$ cat src/rtl/uart_tx_ctrl_if.sv
// Read-port handshake between the TX-side FIFO and the UART transmit controller.
// The controller is the master: it issues pops and consumes data one cycle later.
interface uart_tx_ctrl_if;
    logic       rd_en;
    logic [8:0] rd_data;
    logic       rd_valid;
    logic       empty;

    modport master (
        output rd_en,
        input  rd_data,
        input  rd_valid,
        input  empty
    );

    modport slave (
        input  rd_en,
        output rd_data,
        output rd_valid,
        output empty
    );
endinterface

$ cat src/rtl/uart_tx_ctrl.sv
// Drains the TX FIFO and serializes each entry as an 8N1 frame, or as a 10-bit-time
// line break when bit 8 of the entry is set. All outputs come straight from registers.
module uart_tx_ctrl #(
    parameter int DIV_WIDTH = 16
) (
    input  logic                 i_clk,
    input  logic                 i_rst,
    input  logic                 i_enable,
    input  logic [DIV_WIDTH-1:0] i_clk_div,
    uart_tx_ctrl_if.master       fifo,
    output logic                 o_tx,
    output logic                 o_busy
);

    typedef enum logic [2:0] {
        IDLE,
        FETCH,
        WAIT,
        START,
        DATA,
        BREAK,
        STOP
    } state_t;

    state_t               state;
    logic                 tx_q;
    logic                 rd_en_q;
    logic                 busy_q;
    logic [7:0]           shift_q;
    logic [DIV_WIDTH-1:0] period_q;
    logic [DIV_WIDTH-1:0] cnt_q;
    logic [3:0]           bit_idx_q;
    logic                 bit_done;

    // Last cycle of the current bit time; the period is frozen for the whole frame.
    assign bit_done = (cnt_q == period_q - DIV_WIDTH'(1));

    always_ff @(posedge i_clk) begin
        if (i_rst) begin
            state     <= IDLE;
            tx_q      <= 1'b1;
            rd_en_q   <= 1'b0;
            busy_q    <= 1'b0;
            shift_q   <= '0;
            period_q  <= DIV_WIDTH'(1);
            cnt_q     <= '0;
            bit_idx_q <= '0;
        end else begin
            rd_en_q <= 1'b0;
            case (state)
                IDLE: begin
                    tx_q <= 1'b1;
                    if (i_enable && !fifo.empty) begin
                        state   <= FETCH;
                        rd_en_q <= 1'b1;
                        busy_q  <= 1'b1;
                    end
                end
                FETCH: begin
                    state <= WAIT;
                end
                WAIT: begin
                    if (fifo.rd_valid) begin
                        shift_q   <= fifo.rd_data[7:0];
                        period_q  <= (i_clk_div == '0) ? DIV_WIDTH'(1) : i_clk_div;
                        cnt_q     <= '0;
                        bit_idx_q <= '0;
                        tx_q      <= 1'b0;
                        state     <= fifo.rd_data[8] ? BREAK : START;
                    end else begin
                        state  <= IDLE;
                        busy_q <= 1'b0;
                    end
                end
                START: begin
                    if (bit_done) begin
                        cnt_q     <= '0;
                        tx_q      <= shift_q[0];
                        bit_idx_q <= '0;
                        state     <= DATA;
                    end else begin
                        cnt_q <= cnt_q + DIV_WIDTH'(1);
                    end
                end
                DATA: begin
                    // Shift right so the next bit to send is always at shift_q[1].
                    if (bit_done) begin
                        cnt_q <= '0;
                        if (bit_idx_q == 4'd7) begin
                            tx_q  <= 1'b1;
                            state <= STOP;
                        end else begin
                            tx_q      <= shift_q[1];
                            shift_q   <= {1'b0, shift_q[7:1]};
                            bit_idx_q <= bit_idx_q + 4'd1;
                        end
                    end else begin
                        cnt_q <= cnt_q + DIV_WIDTH'(1);
                    end
                end
                BREAK: begin
                    if (bit_done) begin
                        cnt_q <= '0;
                        if (bit_idx_q == 4'd9) begin
                            tx_q  <= 1'b1;
                            state <= STOP;
                        end else begin
                            bit_idx_q <= bit_idx_q + 4'd1;
                        end
                    end else begin
                        cnt_q <= cnt_q + DIV_WIDTH'(1);
                    end
                end
                STOP: begin
                    if (bit_done) begin
                        cnt_q  <= '0;
                        state  <= IDLE;
                        busy_q <= 1'b0;
                    end else begin
                        cnt_q <= cnt_q + DIV_WIDTH'(1);
                    end
                end
                default: begin
                    state  <= IDLE;
                    tx_q   <= 1'b1;
                    busy_q <= 1'b0;
                end
            endcase
        end
    end

    assign fifo.rd_en = rd_en_q;
    assign o_tx       = tx_q;
    assign o_busy     = busy_q;

endmodule

$ cat src/flat_wrapper.sv
// flat-port wrapper written by rule: the top's interface ports become plain ports
module uart_tx_ctrl_flat 
#(
    parameter int DIV_WIDTH = 16
)
  (i_clk, i_rst, i_enable, i_clk_div, o_tx, o_busy, fifo_rd_en, fifo_rd_data, fifo_rd_valid, fifo_empty);
  uart_tx_ctrl_if fifo_i ();
  input  logic i_clk;
  input  logic i_rst;
  input  logic i_enable;
  input  logic [DIV_WIDTH-1:0] i_clk_div;
  output logic o_tx;
  output logic o_busy;
  output wire logic [$bits(fifo_i.rd_en)-1:0] fifo_rd_en;
  input wire logic [$bits(fifo_i.rd_data)-1:0] fifo_rd_data;
  input wire logic [$bits(fifo_i.rd_valid)-1:0] fifo_rd_valid;
  input wire logic [$bits(fifo_i.empty)-1:0] fifo_empty;
  assign fifo_rd_en = fifo_i.rd_en;
  assign fifo_i.rd_data = fifo_rd_data;
  assign fifo_i.rd_valid = fifo_rd_valid;
  assign fifo_i.empty = fifo_empty;
  uart_tx_ctrl #(.DIV_WIDTH(DIV_WIDTH)) u_core (.i_clk(i_clk), .i_rst(i_rst), .i_enable(i_enable), .i_clk_div(i_clk_div), .fifo(fifo_i), .o_tx(o_tx), .o_busy(o_busy));
endmodule
$ cat config.mk
export PLATFORM = sky130hd
export DESIGN_NAME = uart_tx_ctrl_flat
export DESIGN_NICKNAME = d
export VERILOG_FILES = /design/src/rtl/uart_tx_ctrl_if.sv /design/src/rtl/uart_tx_ctrl.sv /design/src/flat_wrapper.sv
export SDC_FILE = /design/constraint.sdc
export NUM_CORES = 1
export LEC_CHECK = 0
export BUFFER_PORTS_ARGS = -buffer_cell sky130_fd_sc_hd__clkbuf_2
export CORE_MARGIN = 1.5
export CORE_UTILIZATION = 25
export CTS_BUF_LIST = sky130_fd_sc_hd__clkbuf_4
export CTS_CLUSTER_SIZE = 12
export DETAILED_ROUTE_END_ITERATION = 16
export PLACE_DENSITY = 0.39
export REMOVE_ABC_BUFFERS = 1
export SYNTH_ARGS = -nofsm -noshare
export SYNTH_HDL_FRONTEND = slang
export SYNTH_SLANG_ARGS = --single-unit
$ cat constraint.sdc
create_clock -name i_clk -period 5.7 [get_ports i_clk]
set_input_delay 0.855 -clock i_clk [delete_from_list [all_inputs] [get_ports i_clk]]
set_output_delay 0.855 -clock i_clk [all_outputs]
set_load 0.02 [all_outputs]
======== Yosys cells after proc, flatten, opt, wreduce, memory -nomap -nowiden ========
Cells that the tools add are included.
storage, ports and cells
  memories ................................ 0
  output and inout port bits .............. 3
  register bits ........................... 50
  memory bits (writable) .................. 0
  input bits .............................. 30
  memory bits (read-only) ................. 0
  word-level logic and storage cells ...... 89
  bits in latches ......................... 0
cells by class
  $lt $le $gt $ge ......................... 0
  $mul .................................... 0
  div/mod/pow operators ................... 0
  add/subtract/negate cells ............... 3
  equality and inequality tests ........... 20
  bitwise gates (word level) .............. 3
  multiplexer cells ....................... 37
  reductions and logical operators ........ 18
  shifts and indexed selects .............. 0
operators by type and width
  kind                   count
  $mux 16                3
  $pmux 16 s2            1
  $mux 3                 9
  $mux 4                 6
  $mux 8                 3
  $pmux 3 s7             1
  $add 16x1->16 const B  1
  $eq 16x16->1           1
  $logic_not 16->1       1
  $pmux 4 s4             1
  $pmux 8 s2             1
  $sub 16x1->16 const B  1
  $ne 2x1->1 const B     7
  $reduce_and 7->1       2
  $mux 1                 10
  $eq 3x3->1 const B     3
  $ne 2x2->1 const B     4
  $reduce_and 4->1       2
  $reduce_or 4->1        2
  $eq 3x2->1 const B     2
  $reduce_and 6->1       1
  $pmux 1 s5             1
  $add 4x1->4 const B    1
  $eq 4x3->1 const B     1
  other kinds (11)       16

======== Longest topological paths before layout ========
Gate-level depths: netlist of the first run.
  depth after elaboration ................. 4
  gate-level depth with buffers ........... 11
  gate-level depth less buffers ........... 10

======== Worst setup path after synthesis of the first run ========
OpenSTA, ideal clock, no wires.
  kind .................................... reg-to-reg
  start point ............................. reg u_core.period_q[3]
  end point ............................... reg u_core.shift_q[0]
  slack ................................... 2.881 ns
  stages on the path, launching flop included .. 10
  library setup time ...................... 0.121 ns
  arrival ................................. 2.698 ns
  period minus slack after synthesis ...... 2.819 ns
  path buffers ............................ 1
  required time ........................... 5.579 ns
  path through ............................ dfxtp_1 buf_2 or3_4 or4_4 mux2i_1 a211oi_1 nand4b_4 nor3_1 o21ai_2 mux2_2
between the ends
  word-level cells in the longest chain between the ends .. 4
RTL lines
  item                               line                RTL
  start, declared                    uart_tx_ctrl.sv:30  logic [DIV_WIDTH-1:0] period_q;
  start signal, assigned             uart_tx_ctrl.sv:65  period_q <= (i_clk_div == '0) ? DIV_WIDTH'(1) : i_clk_div;
  $sub 16x1->16                      uart_tx_ctrl.sv:36  assign bit_done = (cnt_q == period_q - DIV_WIDTH'(1));
  $eq 16x16->1                       uart_tx_ctrl.sv:36
  $ne 2x1->1 (no source line)        -
  $reduce_and 4->1 (no source line)  -
  end signal, assigned               uart_tx_ctrl.sv:64  shift_q <= fifo.rd_data[7:0];
  end signal, assigned               uart_tx_ctrl.sv:94  shift_q <= {1'b0, shift_q[7:1]};
  end, declared                      uart_tx_ctrl.sv:29  logic [7:0] shift_q;
Every way passes these cells.
A chain may end at the register's enable or synchronous reset.

======== Final worst setup path of the first run ========
  start point ............................. reg u_core.period_q[3]
  end point ............................... reg u_core.shift_q[5]
Same word-level chain as after synthesis.

==> results.cfg, run 1 <==
[die]
io_pins = 33
die_h_um = 113
core_sq_um = 11600
start_util = 0.261
die_area_sq_um = 12700
chipWidth_um = 113
rows = 39

[setup_path]
startpoint = u_core.period_q[3]$_SDFFE_PP0P_
critical_path.startpoint_type = flip-flop
reg2reg_depth = 8
critPathRequiredTime_ns = 6.01
endpoint_kind = flip-flop
crit_type = reg -> reg
r2r_setup_slack_ns = 2.54
reg2reg_to = u_core.shift_q[5]$_SDFFE_PP0P_
cp.arrival_ns = 3.47
cp_max_fo = 8
cp-endpoint = u_core.shift_q[5]$_SDFFE_PP0P_
rr_startpoint = u_core.period_q[3]$_SDFFE_PP0P_

[cts]
clk_latency_ns = 0.39
cts_hold_buf = 0
cts.reportedPaths.clkPinSlew_ns = 0.17
clkSinkCount = 50
htree_levels = 2
cts_tree = done
cts-root-buf = clkbuf_4
cts.repair.resized = 0
numCtsBuffers = 5
cts_buffer_depth = 2
post_cts_buffers = 0

[synth]
synth-edff-count = 0
yosysSeqAreaShare = 0.332
synth_top_area_share = 0.332
syn_area_per_cell_sq_um = 7.93
netlist_top_cells_area = dfxtp_1 33%, nand2_1 6.5%, nor2_1 5.4%
syn_inst = 380
synth_cell_types = 56
synth_area_leader_cell = dfxtp_1
ys.flop_type = dfxtp_1
synthArstFlopShare = 0
ys.warnings.count = 0
synthesis.area_sq_um = 3010
synth-seq-cells = 50

[min_path]
hold_path_class = reg -> reg

[finish]
fin_nets = 436
area_delta_synth_final_pct = 12.1
most-common-layout-cells = 52 x nand2_1, 50 x dfxtp_1, 43 x nor2_1
final_cells = 546
multi_input_area_sq_um = 1890
fillers = 1240
regArea_sq_um = 1000
antenna_cells = 0
drive_above_1_share = 0.141
fin_area_sq_um = 3380
mostFrequentLayoutCell = nand2_1

[global_route]
grt_pass1_vias = 2589
grt_pass1_wl_um = 13100
antenna_found_initial = 0
grt_overflow_total = 0
grt_start_max_net_pins = 46
track_usage = 0.130

[sta]
rsz0062_at_grt = no
tightest_slew_ns = 0.925
slew_viol_final = 0
setup_viol = 0
max_freq_ghz = 0.317
max_slew_margin = 0.384
min_period_over_period = 0.554
min_period_ns = 3.16
fin_worst_skew_ns = 0.0236
setup_tns_ns = 0
hold_viol = 0

[detailed_routing]
vias = 2612
vias_per_cell = 4.78
drt-total-wl_um = 7950
drt_iter0_drc = 119
first_pass_iters = 6
drc = 0
wire_per_inst_um = 14.6
detail-route-antenna-nets = 0

[power]
p_sw_mw = 0.478
switching_share = 0.396
p_int_mw = 0.729
p_clk_frac = 0.216
p_leak_nw = 1.24
power_density_nw_per_um2 = 357
seqPwrFrac = 0.379
pwr-share-comb = 0.405
peakVddDrop_mv = 0.110

[status]
status = completed

[placed_design]
io_buffers = 32
gp_congestion = 0.837
dpl-instance-area_sq_um = 3280
dp_hpwl_um = 5970
dp.cells = 538

[job]
maxCapViolations = 0
[metrics by stage]
step | hold slack, ns | setup slack [ns] | total power [mW] | util
after floorplan | 0.444 | 2.92 | 0.820 | -
after detailed placement | 0.472 | 2.51 | 0.959 | 0.283
final | 0.486 | 2.54 | 1.21 | 0.292
after global routing | 0.518 | 2.24 | 1.30 | 0.292
after global placement | 0.467 | 2.53 | 0.959 | 0.283
after CTS | 0.494 | 2.51 | 1.23 | 0.292
[how the worst min path moves through the flow]
stage                                  endpoint                             start  cells past startpoint  slack [ns]
2_1_floorplan  u_core.period_q[15]$_SDFFE_PP0P_  u_core.period_q[15]$_SDFFE_PP0P_                      2        0.44
3_3_place_gp     u_core.shift_q[7]$_SDFFE_PP0P_    u_core.shift_q[7]$_SDFFE_PP0P_                      2        0.47
3_5_place_dp   u_core.period_q[15]$_SDFFE_PP0P_  u_core.period_q[15]$_SDFFE_PP0P_                      2        0.47
4_1_cts        u_core.period_q[15]$_SDFFE_PP0P_  u_core.period_q[15]$_SDFFE_PP0P_                      2        0.49
5_1_grt        u_core.period_q[15]$_SDFFE_PP0P_  u_core.period_q[15]$_SDFFE_PP0P_                      2        0.52
6_report       u_core.period_q[15]$_SDFFE_PP0P_  u_core.period_q[15]$_SDFFE_PP0P_                      2        0.49
[power groups by stage]
stage	Sequential [mW]	Clock, mW	Combinational, mW
6_report	0.457	0.261	0.490
5_1_grt	0.467	0.284	0.553
4_1_cts	0.458	0.273	0.494
3_5_place_dp	0.467	0	0.492
3_3_place_gp	0.467	0	0.492
2_1_floorplan	0.452	0	0.368
[critical path, cell delays in order (launching register included)]
cell and delay, ns:
dfxtp_1 0.43, or3_4 0.41, or4_4 0.52, mux2i_1 0.14, a211oi_1 0.41, nand4b_4 0.27, nor3_1 0.07, o21ai_2 0.43
mux2_2 0.39
[flip-flops by register name (all words and copies together), names as in the netlist]
| signal | cells |
|---|---|
| u_core.fifo.rd_en | 1 |
| u_core.o_tx | 1 |
| u_core.state | 3 |
| u_core.o_busy | 1 |
| u_core.cnt_q | 16 |
| u_core.period_q | 16 |
| u_core.shift_q | 8 |
| u_core.bit_idx_q | 4 |
[cell families after synthesis]
group / count (synthesis) / share of synthesized area
AO/OA/AOI/OAI: 68 / 0.154
XOR/XNOR: 30 / 0.0872
adder cells (fa/ha/maj): 4 / 0.0166
buffers and inverters: 29 / 0.0399
flip-flops: 50 / 0.332
multiplexers: 18 / 0.0627
AND/OR/NAND/NOR: 181 / 0.308
[final cells by class]
class,instances,share of cell area
well taps,143,0.0530
clock inverters,3,0.0189
flip-flops and latches,50,0.296
multi-input cells,301,0.560
inverters,12,0.0133
repair buffers,32,0.0474
clock buffers,5,0.0111
[cells in the mapped netlist (all sizes together), types with 3 or more instances]
library cell   n
dfxtp         50
buf            4
a211o          5
nor3          16
o22ai          3
or3            3
nand3         13
clkbuf        13
xnor2         13
o21ai          9
nand3b         9
inv           12
a21oi         24
and3           7
mux2i         11
a211oi         6
nor2b         10
mux2           7
ha             4
nand4          4
nand2         52
nor2          43
nand2b         4
xor2          17
a31oi          5
a21boi         3
nor4           5
[metal layers]
metal  up-vias  global-route usage  routed length [um]
met4         0              0.0287                  48
met1      1203               0.170                3870
met2        22               0.222                3820
li1       1383                   -                   -
met3         4              0.0268                 216
met5         -                   0                   0
No activity file was read; power rests on OpenSTA's default activity.
==> run 2: changes to the inputs <==
Settings changed: ABC_AREA set to 1.
Clock period 5.7 ns to 3.1 ns, I/O delays scaled along.
==> run 2 against run 1 <==
Compared with the run above: routed wire length increased by 5.8%; setup slack got worse by 1.8 ns; utilization is essentially flat; count of clock-buffer cells in the layout unchanged; non-clock buffer count increased by 3; sequential cell count did not move; register-to-register slack lost 1.8 ns; cell count rose by 26%; critical path type unchanged; largest cell class unchanged; largest power group unchanged.
==> results.cfg, run 2 <==
[cts]
numCtsBuffers = 5
cts_buffer_depth = 2
cts_hold_buf = 0
cts-root-buf = clkbuf_4
post_cts_buffers = 0
cts.repair.resized = 0
cts_tree = done
cts.reportedPaths.clkPinSlew_ns = 0.16
clkSinkCount = 50
htree_levels = 2
clk_latency_ns = 0.41

[setup_path]
crit_type = reg -> reg
critical_path.startpoint_type = flip-flop
cp.arrival_ns = 2.66
endpoint_kind = flip-flop
cp_max_fo = 10
critPathRequiredTime_ns = 3.43

[power]
peakVddDrop_mv = 0.213
switching_share = 0.452
p_clk_frac = 0.173
seqPwrFrac = 0.356
power_density_nw_per_um2 = 655
p_sw_mw = 1.04
pwr-share-comb = 0.470
p_int_mw = 1.26
p_leak_nw = 1.58

[placed_design]
dp_hpwl_um = 6670
dpl-instance-area_sq_um = 3440
gp_congestion = 0.846
io_buffers = 32
pre_cts_ws_ns = 0.786

[finish]
mostFrequentLayoutCell = nand2_1
fin_area_sq_um = 3520
area_delta_synth_final_pct = 13.9
fillers = 1367
antenna_cells = 0
drive_above_1_share = 0.151
top_regs = u_core.cnt_q (16), u_core.period_q (16), u_core.shift_q (8)
multi_input_area_sq_um = 1830
fin_nets = 551
most-common-layout-cells = 142 x nand2_1, 67 x nor2_1, 55 x inv_1
regArea_sq_um = 1000

[sta]
setup_slack_ns = 0.776
setup_viol = 0
tightest_slew_ns = 0.675
max_slew_margin = 0.546
hold_viol = 0
min_period_over_period = 0.750
max_freq_ghz = 0.430
fin_worst_skew_ns = 0.0188
rsz0062_at_grt = no
setup_tns_ns = 0
min_period_ns = 2.32
slew_viol_final = 0

[synth]
synth_area_leader_cell = dfxtp_1
synth_cell_types = 35
synth_xor_area_frac = 0.0538
synth_compound_area_frac = 0.0930
syn_area_per_cell_sq_um = 6.39
synth-seq-cells = 50
synth_fa_ha_area_frac = 0.0162
netlist_top_cells_area = dfxtp_1 32%, nand2_1 17%, nor2_1 8.1%
ys.warnings.count = 0
syn_inst = 484
yosysSeqAreaShare = 0.324
synth_top_area_share = 0.324
synthesis.area_sq_um = 3090
synthSimpleGateAreaFrac = 0.428
synth_top_family_by_area = simple AND/OR/NAND/NOR gates
synthArstFlopShare = 0
synth-edff-count = 0
ys.flop_type = dfxtp_1
synthMuxAreaShare = 0
post-synth-top-count-cell = nand2_1
synth_common_cells = 142 x nand2_1, 67 x nor2_1, 55 x inv_1

[detailed_routing]
wl_met2_um = 3940
vias_per_cell = 4.38
wire_per_inst_um = 12.3
vias = 3005
drt_iter0_drc = 115
wl_met1_um = 4070
highest_layer = met4
wl_met3_um = 273
drc = 0
drt-total-wl_um = 8420
detail-route-antenna-nets = 0
first_pass_iters = 4

[global_route]
grt_pass1_vias = 2959
grt_pass1_wl_um = 14500
track_usage = 0.143
grt_start_max_net_pins = 28
antenna_found_initial = 0
grt_overflow_total = 0

[status]
status = completed

[die]
io_pins = 33
rows = 40
die_h_um = 114
chipWidth_um = 114
start_util = 0.256
core_sq_um = 12100
die_area_sq_um = 13000

[min_path]
hold_path_class = in -> reg

[job]
maxCapViolations = 0
run 2: cell types whose count changed after synthesis, moves of 7 or more:
cell,delta
nand2_1,+90
inv_1,+43
and3_1,-7
nand2_2,+8
mux2_2,-7
nor2b_1,-10
nor3_1,-8
nand3_1,+18
xnor2_1,-7
nor2_2,+7
mux2i_1,-11
nor2_1,+24
run 2: final cells by class:
| cell class | instances | area share |
|---|---|---|
| inverters | 59 | 0.0629 |
| clock inverters | 3 | 0.0114 |
| flip-flops and latches | 50 | 0.284 |
| well taps | 168 | 0.0597 |
| repair buffers | 35 | 0.0519 |
| clock buffers | 5 | 0.0107 |
| multi-input cells | 366 | 0.519 |
run 2: final timing paths:
| kind | cells after the start | start | to | slack, ns |
|---|---|---|---|---|
| worst max register to register | 15 | u_core.period_q[0]$_SDFFE_PP1P_ | u_core.bit_idx_q[0]$_SDFFE_PP0P_ | 0.78 |
| worst min-delay path | 2 | fifo_empty | u_core.fifo.rd_en$_SDFF_PP0_ | 0.20 |
| worst max-delay path | 15 | u_core.period_q[0]$_SDFFE_PP1P_ | u_core.bit_idx_q[0]$_SDFFE_PP0P_ | 0.78 |
| worst min register to register | 2 | u_core.shift_q[2]$_SDFFE_PP0P_ | u_core.shift_q[2]$_SDFFE_PP0P_ | 0.48 |
run 2: cell families (layout without fill, tap and decap cells):
family | count (synthesis) | after routing
AOI/OAI and AO/OA | 49 | 49
xor gates and xnor gates | 19 | 19
adders and majority gates | 4 | 4
buffers and inverters | 68 | 102
DFF | 50 | 50
and+or+nand+nor | 294 | 294
run 2: power by group through the flow:
stage,clock network [mW],logic [mW],registers [mW]
2_1_floorplan,0,0.822,0.825
3_3_place_gp,0,1.10,0.837
3_5_place_dp,0,1.09,0.836
4_1_cts,0.425,1.10,0.823
5_1_grt,0.451,1.24,0.840
6_report,0.400,1.09,0.822
run 2: critical path, cell delays in order (launching register included):
cell,delay [ns]
dfxtp_1,0.36
inv_1,0.12
ha_1,0.22
nand2_2,0.13
nor2_4,0.20
nand2_1,0.07
nand2_1,0.07
nand2_1,0.05
nor2_1,0.13
nand3_2,0.09
inv_1,0.10
nand2_4,0.10
o21ai_4,0.31
nand2_2,0.12
o21ai_1,0.14
nor2_1,0.05
run 2: routing by layer:
| metal | up-vias | track usage |
|---|---|---|
| met2 | 37 | 0.238 |
| met1 | 1357 | 0.185 |
| met3 | 10 | 0.0334 |
| met5 | - | 0 |
| li1 | 1601 | - |
| met4 | 0 | 0.0417 |
run 2: through the flow:
| stage | hold slack (ns) | std cells | util | total power [mW] |
|---|---|---|---|---|
| 2_1_floorplan | 0.434 | 475 | - | 1.65 |
| 3_3_place_gp | 0.451 | 678 | 0.286 | 1.94 |
| 3_5_place_dp | 0.455 | 678 | 0.286 | 1.93 |
| 4_1_cts | 0.171 | 686 | 0.292 | 2.34 |
| 5_1_grt | 0.177 | 686 | 0.292 | 2.54 |
| 6_report | 0.201 | 686 | 0.292 | 2.31 |
==> run 3: changes to the inputs <==
Settings changed: ABC_AREA 1 to 0.
Clock period 3.1 ns to 2.35 ns, I/O delays scaled along.
==> run 3 against run 2 <==
Compared with the run above: the flow now finishes with violations (negative setup slack); sequential power up 28%; via count down 2.7%; sequential cell count unchanged; critical path type unchanged.
==> results.cfg, run 3 (same netlist as run 1, synthesis figures left out) <==
[status]
status = finished, violations left
violations = negative setup slack

[setup_path]
crit_path_max_incr_delay_ns = 0.46
cp_common_cell = or3_4
cpLargestDelayFamily = simple AND/OR/NAND/NOR gates
critPathRequiredTime_ns = 2.63
cp.arrival_ns = 3.01
cp_max_fo = 8
crit_type = reg -> reg
cpMaxStageDelayCell = a2111o_1
critical_path.startpoint_type = flip-flop
endpoint_kind = flip-flop
worst-path-buf-inv = 1
cp_cell_sequence = or3_4, or3_4, a2111o_1, a21oi_2, nand4b_4, nor3_4, o21ai_2, buf_6, mux2_4

[power]
p_sw_mw = 1.42
pwr-share-comb = 0.580
seqPwrFrac = 0.301
p_leak_nw = 1.63
power_density_nw_per_um2 = 852
p_int_mw = 2.07
peakVddDrop_mv = 0.349
switching_share = 0.406
p_clk_frac = 0.119

[finish]
final_cells = 614
fin_nets = 504
most-common-layout-cells = 63 x buf_4, 52 x nand2_1, 47 x dfxtp_1
fin_util = 0.354
mostFrequentLayoutCell = buf_4
fin_area_sq_um = 4100
drive_above_1_share = 0.338
top_regs = u_core.cnt_q (16), u_core.period_q (16), u_core.shift_q (8)
area_delta_synth_final_pct = 36.0
antenna_cells = 0

[die]
start_util = 0.261
chipWidth_um = 113
core_sq_um = 11600
rows = 39
die_h_um = 113
io_pins = 33
die_area_sq_um = 12700

[sta]
min_period_ns = 2.73
min_period_over_period = 1.16
max_slew_margin = 0.595
fin_worst_skew_ns = 0.0203
tightest_slew_ns = 0.606
slew_viol_final = 0
rsz0062_at_grt = yes
max_freq_ghz = 0.366
hold_viol = 0
setup_viol = 33
setup_slack_ns = -0.379

[cts]
clk_latency_ns = 0.38
numCtsBuffers = 5
cts_tree = done
clkSinkCount = 50
cts-root-buf = clkbuf_4
htree_levels = 2
cts_hold_buf = 0
cts.reportedPaths.clkPinSlew_ns = 0.16
cts_buffer_depth = 2

[min_path]
hold_path_class = in -> reg

[placed_design]
gp_congestion = 0.788
pre_cts_ws_ns = -0.603
io_buffers = 32
dp.cells = 604
dpl-instance-area_sq_um = 3780
dp_hpwl_um = 6800

[detailed_routing]
vias_per_cell = 4.76
drc = 0
drt_iter0_drc = 87
first_pass_iters = 4
vias = 2925
detail-route-antenna-nets = 0
drt-total-wl_um = 8900
wire_per_inst_um = 14.5

[global_route]
grt_start_max_net_pins = 22
track_usage = 0.141
antenna_found_initial = 0
grt_pass1_vias = 2870
grt_pass1_wl_um = 14200
grt_overflow_total = 0

[job]
maxCapViolations = 0
-- run 3: cell types whose count changed in the layout (fill, tap and decap cells not counted), sizes merged, moves of 10 or more --
cell | previous run | this run
inv | 59 | 12
nand2 | 153 | 52
nor2b | 0 | 10
mux2i | 0 | 11
nor2 | 77 | 43
buf | 3 | 68
nand3 | 34 | 13
-- run 3: cell type report --
cell class                      instances  area [sq um]
Inverter                               12          45.0
Fill cell                            1231          7470
Sequential cell                        50          1000
Clock inverter                          2          8.76
Multi-Input combinational cell        301          2120
Clock buffer                            6          45.0
Tap cell                              143           179
Timing Repair Buffer                  100           698
-- run 3: path summary, 6_finish.rpt --
kind	start	to	slack, ns	depth (start not counted)
hold reg to reg	u_core.period_q[15]$_SDFFE_PP0P_	u_core.period_q[15]$_SDFFE_PP0P_	0.48	2
hold / removal	i_clk_div[4]	u_core.period_q[4]$_SDFFE_PP0P_	0.18	3
setup reg to reg	u_core.period_q[2]$_SDFFE_PP0P_	u_core.shift_q[6]$_SDFFE_PP0P_	-0.38	9
setup / recovery	u_core.period_q[2]$_SDFFE_PP0P_	u_core.shift_q[6]$_SDFFE_PP0P_	-0.38	9
-- run 3: metal layers --
| metal | share of wire | track usage |
|---|---|---|
| met5 | 0 | 0 |
| met4 | 0.0048 | 0.0253 |
| met1 | 0.47 | 0.178 |
| met3 | 0.021 | 0.0236 |
| met2 | 0.50 | 0.256 |
-- run 3: power groups by stage --
stage | Sequential [mW] | Combinational, mW | Clock, mW
floorplan | 1.10 | 0.892 | 0
global placement | 1.06 | 1.67 | 0
detailed placement | 1.06 | 1.67 | 0
CTS | 1.05 | 1.95 | 0.444
global route | 1.07 | 2.22 | 0.477
finish | 1.05 | 2.02 | 0.415
-- run 3: timing repair --
action | CTS | global route
buffers inserted | 3 | 1
resized for setup | 31 | 26
pin swaps | 19 | 15
endpoints found under the setup margin | 33 | 33
-- run 3: tightest hold or removal path, cell delays in order --
cell and delay (ns):
clkbuf_2 0.09, nand2_1 0.05, a21oi_1 0.05
-- run 3: metrics by stage --
step	total power, mW	setup TNS (ns)	hold WS, ns
2_1_floorplan	1.99	-9.05	0.415
3_3_place_gp	2.73	-14.49	0.462
3_5_place_dp	2.73	-15.22	0.463
4_1_cts	3.44	-10.34	0.161
5_1_grt	3.76	-12.98	0.163
6_report	3.49	-9.50	0.180
